--- src/rtl/bp_pkg.sv ---
`default_nettype none
// ============================================================================
// Package     : bp_pkg
// Description : Shared back-propagation definitions. Holds the sequencer
//               state encoding, the LSTM gate codes and the fixed-point
//               saturate helper, which the delta unit also uses.
// Revision    : 1.0 - initial release
// ============================================================================
package bp_pkg;

    // Sequencer states of the dot-product engine
    typedef enum logic [1:0] {
        ST_IDLE  = 2'd0,
        ST_RUN   = 2'd1,
        ST_DRAIN = 2'd2,
        ST_WRITE = 2'd3
    } bp_state_t;

    // Gate select codes as seen on the delta-gate memory address
    localparam logic [1:0] GATE_A = 2'd0;
    localparam logic [1:0] GATE_I = 2'd1;
    localparam logic [1:0] GATE_F = 2'd2;
    localparam logic [1:0] GATE_O = 2'd3;

    // Clamp a signed value to the range of a w-bit two's-complement number.
    // The caller takes the low w bits of the result.
    function automatic logic signed [63:0] sat_fx(input logic signed [63:0] v,
                                                  input int unsigned        w);
        logic signed [63:0] hi;
        logic signed [63:0] lo;
        hi = (64'sd1 <<< (w - 1)) - 64'sd1;
        lo = -hi - 64'sd1;
        if (v > hi)
            return hi;
        else if (v < lo)
            return lo;
        else
            return v;
    endfunction

endpackage
`default_nettype wire

--- src/rtl/mac_sat.sv ---
`default_nettype none
// ============================================================================
// Module      : mac_sat
// Description : Signed fixed-point multiply, arithmetic shift by FRAC,
//               WIDTH+GUARD accumulator with clear/enable, and a registered
//               output stage. With DGATE_MAC_SAT_EN defined the output is
//               clamped to WIDTH bits; otherwise the low WIDTH bits are kept.
// Revision    : 1.0 - initial release
// ============================================================================
module mac_sat
    import bp_pkg::*;
#(
    parameter int WIDTH = 24,
    parameter int FRAC  = 20,
    parameter int GUARD = 8
) (
    input  logic                    clk,
    input  logic                    rst,      // asynchronous, active-low
    input  logic                    i_clr,
    input  logic                    i_en,
    input  logic                    i_load,
    input  logic signed [WIDTH-1:0] i_a,
    input  logic signed [WIDTH-1:0] i_b,
    output logic        [WIDTH-1:0] o_data
);

    localparam int c_acc_w = WIDTH + GUARD;

    logic signed [2*WIDTH-1:0] w_prod;
    logic signed [2*WIDTH-1:0] w_prod_sh;
    logic signed [c_acc_w-1:0] w_term;
    logic signed [c_acc_w-1:0] w_acc_next;
    logic signed [c_acc_w-1:0] r_acc;
    logic        [WIDTH-1:0]   w_out;
    logic        [WIDTH-1:0]   r_data;

    // Full-precision product, then floor back to the operand's Q format
    assign w_prod     = (2*WIDTH)'(i_a) * (2*WIDTH)'(i_b);
    assign w_prod_sh  = w_prod >>> FRAC;
    assign w_term     = c_acc_w'(w_prod_sh);
    assign w_acc_next = r_acc + (i_en ? w_term : '0);

`ifdef DGATE_MAC_SAT_EN
    assign w_out = WIDTH'(sat_fx(64'(w_acc_next), WIDTH));
`else
    assign w_out = WIDTH'(w_acc_next);
`endif

    // Accumulator: clear has priority so a new row never sees stale sums
    always_ff @(posedge clk or negedge rst) begin
        if (!rst)
            r_acc <= '0;
        else if (i_clr)
            r_acc <= '0;
        else
            r_acc <= w_acc_next;
    end

    // Result register: loads the sum including the operand arriving this cycle
    always_ff @(posedge clk or negedge rst) begin
        if (!rst)
            r_data <= '0;
        else if (i_load)
            r_data <= w_out;
    end

    assign o_data = r_data;

endmodule
`default_nettype wire

--- src/rtl/dgate_mac.sv ---
`default_nettype none
// ============================================================================
// Module      : dgate_mac
// Description : Self-addressing back-propagation dot-product engine. For each
//               output row it walks the four delta gates (outer) and all
//               cells (inner), multiplies delta-gate by weight and writes the
//               row sum to the result memory. Start/done controlled.
//               Build option: DGATE_MAC_SAT_EN selects saturating output
//               conversion instead of two's-complement wrap.
// Revision    : 1.0 - initial release
// ============================================================================
module dgate_mac
    import bp_pkg::*;
#(
    parameter int WIDTH  = 24,
    parameter int FRAC   = 20,
    parameter int N_CELL = 8,
    parameter int N_OUT  = 53,
    parameter int ADDR   = 12,
    parameter int GUARD  = 8
) (
    input  logic             clk,
    input  logic             rst,        // asynchronous, active-low
    input  logic             i_start,
    input  logic [WIDTH-1:0] i_dgate,
    input  logic [WIDTH-1:0] i_wght,
    output logic [1:0]       o_rd_gate,
    output logic [ADDR-1:0]  o_rd_cell,
    output logic [ADDR-1:0]  o_rd_row,
    output logic             o_wr,
    output logic [ADDR-1:0]  o_wr_addr,
    output logic [WIDTH-1:0] o_wr_data,
    output logic             o_busy,
    output logic             o_done
);

    localparam logic [ADDR-1:0] c_last_cell = ADDR'(N_CELL - 1);
    localparam logic [ADDR-1:0] c_last_row  = ADDR'(N_OUT - 1);

    bp_state_t       r_state;
    bp_state_t       w_state_next;
    logic [1:0]      r_gate;
    logic [ADDR-1:0] r_cell;
    logic [ADDR-1:0] r_row;
    logic            r_acc_en;
    logic            r_wr;
    logic            r_done;
    logic            r_busy;
    logic [ADDR-1:0] r_wr_addr;
    logic            w_last_addr;
    logic            w_wr_next;
    logic            w_done_next;
    logic            w_busy_next;
    logic            w_clr;
    logic            w_load;

    assign w_last_addr = (r_gate == GATE_O) && (r_cell == c_last_cell);

    // State register
    always_ff @(posedge clk or negedge rst) begin
        if (!rst)
            r_state <= ST_IDLE;
        else
            r_state <= w_state_next;
    end

    // Next-state and control decode; strobes are registered below
    always_comb begin
        w_state_next = r_state;
        w_wr_next    = 1'b0;
        w_done_next  = 1'b0;
        w_clr        = 1'b0;
        w_load       = 1'b0;
        case (r_state)
            ST_IDLE: begin
                if (i_start) begin
                    w_state_next = ST_RUN;
                    w_clr        = 1'b1;
                end
            end
            ST_RUN: begin
                if (w_last_addr)
                    w_state_next = ST_DRAIN;
            end
            ST_DRAIN: begin
                // Last operand pair arrives now; capture the finished sum
                w_state_next = ST_WRITE;
                w_wr_next    = 1'b1;
                w_load       = 1'b1;
                w_done_next  = (r_row == c_last_row);
            end
            ST_WRITE: begin
                w_clr        = 1'b1;
                w_state_next = (r_row == c_last_row) ? ST_IDLE : ST_RUN;
            end
            default: w_state_next = ST_IDLE;
        endcase
    end

    assign w_busy_next = (w_state_next != ST_IDLE);

    // Address counters: cell inner, gate outer, row advanced after each write
    always_ff @(posedge clk or negedge rst) begin
        if (!rst) begin
            r_gate <= GATE_A;
            r_cell <= '0;
            r_row  <= '0;
        end else begin
            case (r_state)
                ST_IDLE: begin
                    if (i_start) begin
                        r_gate <= GATE_A;
                        r_cell <= '0;
                        r_row  <= '0;
                    end
                end
                ST_RUN: begin
                    if (r_cell == c_last_cell) begin
                        r_cell <= '0;
                        r_gate <= r_gate + 2'd1;
                    end else begin
                        r_cell <= r_cell + ADDR'(1);
                    end
                end
                ST_WRITE: r_row <= r_row + ADDR'(1);
                default: ;
            endcase
        end
    end

    // Operands return one cycle after their address, so delay the RUN valid
    always_ff @(posedge clk or negedge rst) begin
        if (!rst)
            r_acc_en <= 1'b0;
        else
            r_acc_en <= (r_state == ST_RUN);
    end

    // Registered status and write strobes
    always_ff @(posedge clk or negedge rst) begin
        if (!rst) begin
            r_wr      <= 1'b0;
            r_done    <= 1'b0;
            r_busy    <= 1'b0;
            r_wr_addr <= '0;
        end else begin
            r_wr   <= w_wr_next;
            r_done <= w_done_next;
            r_busy <= w_busy_next;
            if (w_load)
                r_wr_addr <= r_row;
        end
    end

    mac_sat #(
        .WIDTH (WIDTH),
        .FRAC  (FRAC),
        .GUARD (GUARD)
    ) u_mac_sat (
        .clk    (clk),
        .rst    (rst),
        .i_clr  (w_clr),
        .i_en   (r_acc_en),
        .i_load (w_load),
        .i_a    (i_dgate),
        .i_b    (i_wght),
        .o_data (o_wr_data)
    );

    assign o_rd_gate = r_gate;
    assign o_rd_cell = r_cell;
    assign o_rd_row  = r_row;
    assign o_wr      = r_wr;
    assign o_wr_addr = r_wr_addr;
    assign o_busy    = r_busy;
    assign o_done    = r_done;

endmodule
`default_nettype wire

--- config.mk ---
export PLATFORM = sky130hd
export DESIGN_NAME = dgate_mac
export DESIGN_NICKNAME = d
export VERILOG_FILES = /design/src/rtl/bp_pkg.sv /design/src/rtl/mac_sat.sv /design/src/rtl/dgate_mac.sv
export SDC_FILE = /design/constraint.sdc
export NUM_CORES = 2
export LEC_CHECK = 0
export ABC_AREA = 0
export CAP_MARGIN = 20
export CORE_MARGIN = 1.5
export CORE_UTILIZATION = 40
export DETAILED_ROUTE_END_ITERATION = 8
export GPL_TIMING_DRIVEN = 0
export PLACE_DENSITY_LB_ADDON = 0.05
export SETUP_SLACK_MARGIN = 0.5
export SLEW_MARGIN = 30
export SYNTH_ARGS = -nofsm -noshare
export SYNTH_HDL_FRONTEND = slang
export SYNTH_SLANG_ARGS = --single-unit
--- constraint.sdc ---
create_clock -name clk -period 4.5 [get_ports clk]
set_input_delay 0.45 -clock clk [delete_from_list [all_inputs] [get_ports clk]]
set_output_delay 0.45 -clock clk [all_outputs]
set_load 0.1 [all_outputs]
## Word-level counts from Yosys, hierarchy flattened

Cells that the tools add are included.

- Flip-flop bits (word level): 100
- Input port bits: 51
- Output and inout port bits: 65
- Word-level logic and storage cells: 49

- Add/subtract/negate cells: 4
- Multipliers: 1
- Equality and inequality tests: 8
- Muxes and demuxes: 17
- Reduce and logical (&&, ||, !) cells: 8

Operator list:

| kind | number |
|---|---|
| $mux W32 | 2 |
| $mul A24 B24 Y48 | 1 |
| $pmux W12 S2 | 2 |
| $add A32 B32 Y32 | 1 |
| $add A12 B1 Y12 const B | 2 |
| $mux W12 | 2 |
| $eq A12 B3 Y1 const B | 1 |
| $eq A12 B6 Y1 const B | 1 |
| $mux W2 | 4 |
| $pmux W2 S4 | 1 |
| $eq A2 B2 Y1 const B | 3 |
| $reduce_bool A2 Y1 | 3 |
| $mux W1 | 4 |
| $ne A2 B2 Y1 const B | 2 |
| $pmux W2 S2 | 1 |
| $reduce_and A2 Y1 | 2 |
| $reduce_and A3 Y1 | 1 |
| $add A2 B1 Y2 const B | 1 |
| $eq A2 B1 Y1 const B | 1 |
| $logic_not A2 Y1 | 1 |
| $pmux W1 S2 | 1 |
| $logic_and A1 B1 Y1 | 1 |

## Logic depth before layout (Yosys ltp)

- Depth in word-level cells: 5
- Mapped depth: 39
- Depth with buffers taken out: 37

## Hierarchy

From an unflattened synthesis, not the netlist that was laid out.

- Cells, all modules: 2573
- Area total of the unflattened synthesis: 24325.8 µm²

By module, submodules not included:

| module | times used | cells an instance | area an instance (µm²) | sequential area each (µm²) |
|---|---|---|---|---|
| mac_sat | 1 | 2365 | 22140.0 | 1201.2 |
| dgate_mac | 1 | 208 | 2185.8 | 1101.1 |

## Worst setup path after synthesis

OpenSTA, ideal clock, no wires.

- Path kind: input port to flip-flop
- From: in i_dgate[23]
- To: reg u_mac_sat.r_data[23], in the netlist u_mac_sat.o_data[23]
- Setup time: 139 ps
- Arrival: 8644 ps
- Required time: 4361 ps
- Slack: -4283 ps
- Stages on the path: 34
- Path buffers: 1
- Cells stage by stage: clkbuf_1 -> nand2_1 -> inv_1 -> fa_1 -> fa_1 -> inv_1 -> fa_1 -> inv_1 -> fa_1 -> fa_1 -> fa_1 -> inv_1 -> fa_1 -> inv_1 -> ha_1 -> a21oi_1 -> o21bai_1 -> a21oi_1 -> nand2_1 -> a2111o_1 -> and2_2 -> a21o_1 -> a21oi_2 -> xor2_1 -> nor2_1 -> ha_1 -> or2_2 -> a2111oi_0 -> o31ai_1 -> a21oi_1 -> o21ai_0 -> xor2_1 -> xnor2_1 -> a21oi_1

- Cells in the longest elaborated chain, start to end: 3

RTL lines:

| what | line | text |
|---|---|---|
| start: declaration | dgate_mac.sv:25 | `input logic [WIDTH-1:0] i_dgate,` |
| $mul A24 B24 Y48 | mac_sat.sv:38 | `assign w_prod = (2*WIDTH)'(i_a) * (2*WIDTH)'(i_b);` |
| $mux W32 | mac_sat.sv:41 | `assign w_acc_next = r_acc + (i_en ? w_term : '0);` |
| $add A32 B32 Y32 | mac_sat.sv:41 |  |
| end signal: assignment | mac_sat.sv:64 | `r_data <= w_out;` |
| end: declaration | mac_sat.sv:35 | `logic [WIDTH-1:0] r_data;` |

Every way passes these cells.
A chain may end at the register's enable or synchronous reset.

## Final worst setup path

- From: in i_dgate[9]
- To: reg u_mac_sat.r_data[23], in the netlist u_mac_sat.o_data[23]

Same word-level chain as after synthesis.

==> impl_metrics.ini <==
[outcome]
status = finished, violations left
violations = negative setup slack

[yosys]
synthTopCellsByCount = 597 x inv_1, 566 x fa_1, 323 x nand2_1
synth_flop_cell = dfrtp_1
synthMuxAreaShare_pct = 0.782
synth_cell_type_count = 58
synth_top_cell_by_area = fa_1
yosys_warnings = 0
ys_seq_elements = 92
synth-edff-count = 0
syn_inst = 2584
syn_area_um2 = 24200
avgSynthCellArea_um2 = 9.35
yosys-top-cells-area = fa_1 47%, dfrtp_1 9.5%, inv_1 9.3%
synth_top_family_by_area = adder cells
synth_most_common_cell = inv_1
syn_nets = 3357
synthSimpleGateAreaFrac_pct = 16.0
synth_top_area_share_pct = 46.9
synthAdderAreaFrac_pct = 55.0
async_flop_share_pct = 100
synthXorXnorAreaFrac_pct = 2.83
synth_compound_area_share_pct = 4.72
ys_seq_area_share_pct = 9.53

[setup_path]
critPathSlowestCell = fa_1
cp-startpoint = i_dgate[9]
path_buf_inv = 8
cp_top_family = adder cells
crit_path_max_incr_delay_ps = 550
cp-end-kind = flop
startpoint_type = primary input
path_common_cell = fa_1
r2r_slack_ps = 740
crit_path_max_fanout = 6
cp.required_ps = 4710
cp_data_arrival_time_ps = 8680
cp_num_cells = 38
r2r_end = u_mac_sat.o_data[22]$_DFFE_PN0P_
rr_startpoint = r_acc_en$_DFF_PN0_
endpoint = u_mac_sat.o_data[23]$_DFFE_PN0P_
reg2regPathDepth = 17
path_class = in2reg

[clock_network]
path_clk_slew_ps = 60
clock_path_buffers = 2
cts_tree = yes
insertion_delay_ps = 360
cts-root-buf = clkbuf_16
h-tree-depth = 3
cts_sinks = 92
tritoncts.num_buffers = 9

[timing]
hold_viol_final = 0
relSlewSlack_pct = 31.8
final-max-slew-violation-count = 0
layout_setup_ws_ps = -3960
rsz0062_at_grt = yes
fin_crit_ps = 8460
worstMarginPinSlew_ps = 1020
holdWs_ps = 494
finClkSkew_ps = 9.28
fmaxAchievable_ghz = 0.118
setup_viol = 48
finalCritPeriodShare_pct = 188

[route]
vias_per_cell = 4.93
drtIter0Drc = 749
routed-via-count = 17600
ant_nets = 0
wire_per_inst_um = 21.2
drt-pass1-iter-count = 5
drt_wl_total_um = 75900
drc = 0

[die]
start_util_pct = 40.7
core-area_um2 = 59400
die_w_um = 249
fp-row-count = 89
ios = 116
die_y_um = 249
die_area_um2 = 61900

[min_path]
hold_class = reg2reg

[final_layout]
drive_gt1_share_pct = 15.1
final_net_count = 3572
fin_area_um2 = 29200
syn_to_final_growth_pct = 21.0
final_cells = 3576

[placement]
placedCellCount = 3473
dpl.hpwl_um = 63700
numPortBuffers = 115
placed_area_um2 = 26600
post-place-ws_ps = -5930
gp_congestion = 0.957

[grt]
grt_pass1_vias = 19800
grt_max_degree = 58
grt_usage_pct = 25.9
globalRouteOverflowTotal = 0
antenna_found_initial = 5
grt_pass1_wl_um = 121000

[run]
cap_viol_max_count = 0
stage by stage:
stage	TNS, ps	util (%)
after floorplan	-134340	-
after CTS	-155770	48.3
after detailed placement	-237750	44.8
after global routing	-167770	49.2
final	-154920	49.2
after global placement	-288520	44.8
flip-flops by register name, summed over array words and instances (netlist names):
register,count
r_state,2
o_wr,1
o_rd_gate,2
r_acc_en,1
o_rd_cell,12
u_mac_sat.o_data,24
o_wr_addr,12
u_mac_sat.r_acc,24
o_rd_row,12
o_busy,1
o_done,1
cell families (layout without fill, tap and decap cells):
group           after synthesis  count (layout)
xor+xnor                     78              78
flops                        92              92
buf+inv                     715             933
compound gates              175             175
mux                          17              17
fa+ha+maj                   722             722
simple gates                785             785
other cells                   0               1
metal layers:
layer | vias to the layer above | part of all wire, % | global-route usage (%)
li1 | 7989 | - | -
met1 | 9132 | 44 | 36.0
met2 | 429 | 48 | 43.1
met3 | 96 | 5.7 | 3.15
met4 | 0 | 2.8 | 6.19
met5 | - | 0 | 0
cells in the final DEF, fill, tap and decap left out, drive strengths merged, types with 19 or more instances in the layout:
cell type      count
inv              597
fa               566
nand2            323
and2             280
ha               156
buf              151
clkbuf           107
dfrtp             92
nor2              86
clkdlybuf4s50     65
xnor2             55
o21ai             55
a21oi             49
xor2              23
nand3             19
worst min-delay path, cell delays in order (launching register included):
cell and delay [ps]:
dfrtp_1 350, nand2_1 50, o21ai_0 60
cell type report:
| class | instances | area [µm²] |
|---|---|---|
| Timing Repair Buffer | 204 | 1870 |
| Inverter | 597 | 2240 |
| Fill cell | 5713 | 30100 |
| Clock buffer | 10 | 239 |
| Tap cell | 773 | 967 |
| Buffer | 118 | 1610 |
| Clock inverter | 4 | 98.8 |
| Antenna cell | 1 | 2.50 |
| Sequential cell | 92 | 2300 |
| Multi-Input combinational cell | 1777 | 19900 |
worst min-delay path by stage:
stage	start	end	slack, ps	cells past startpoint
5_1_grt	u_mac_sat.o_data[20]$_DFFE_PN0P_	u_mac_sat.o_data[20]$_DFFE_PN0P_	530	2
3_5_place_dp	rst	u_mac_sat.o_data[20]$_DFFE_PN0P_	380	1
3_3_place_gp	u_mac_sat.o_data[17]$_DFFE_PN0P_	u_mac_sat.o_data[17]$_DFFE_PN0P_	480	2
4_1_cts	u_mac_sat.o_data[16]$_DFFE_PN0P_	u_mac_sat.o_data[16]$_DFFE_PN0P_	500	2
2_1_floorplan	rst	o_busy$_DFF_PN0_	150	0
6_report	u_mac_sat.o_data[17]$_DFFE_PN0P_	u_mac_sat.o_data[17]$_DFFE_PN0P_	490	2
timing repair:
action,4_1_cts,5_1_grt
endpoints found under the hold margin,24,0
gates resized for setup,566,113
cloned,4,1
buffers inserted,60,22
endpoints found under the setup margin,48,48
pin swaps,78,77
hold buffers,1,0
Power is left out: the tool's default activity adds up to more than one toggle a clock period on the data nets, which glitch-free logic cannot reach.
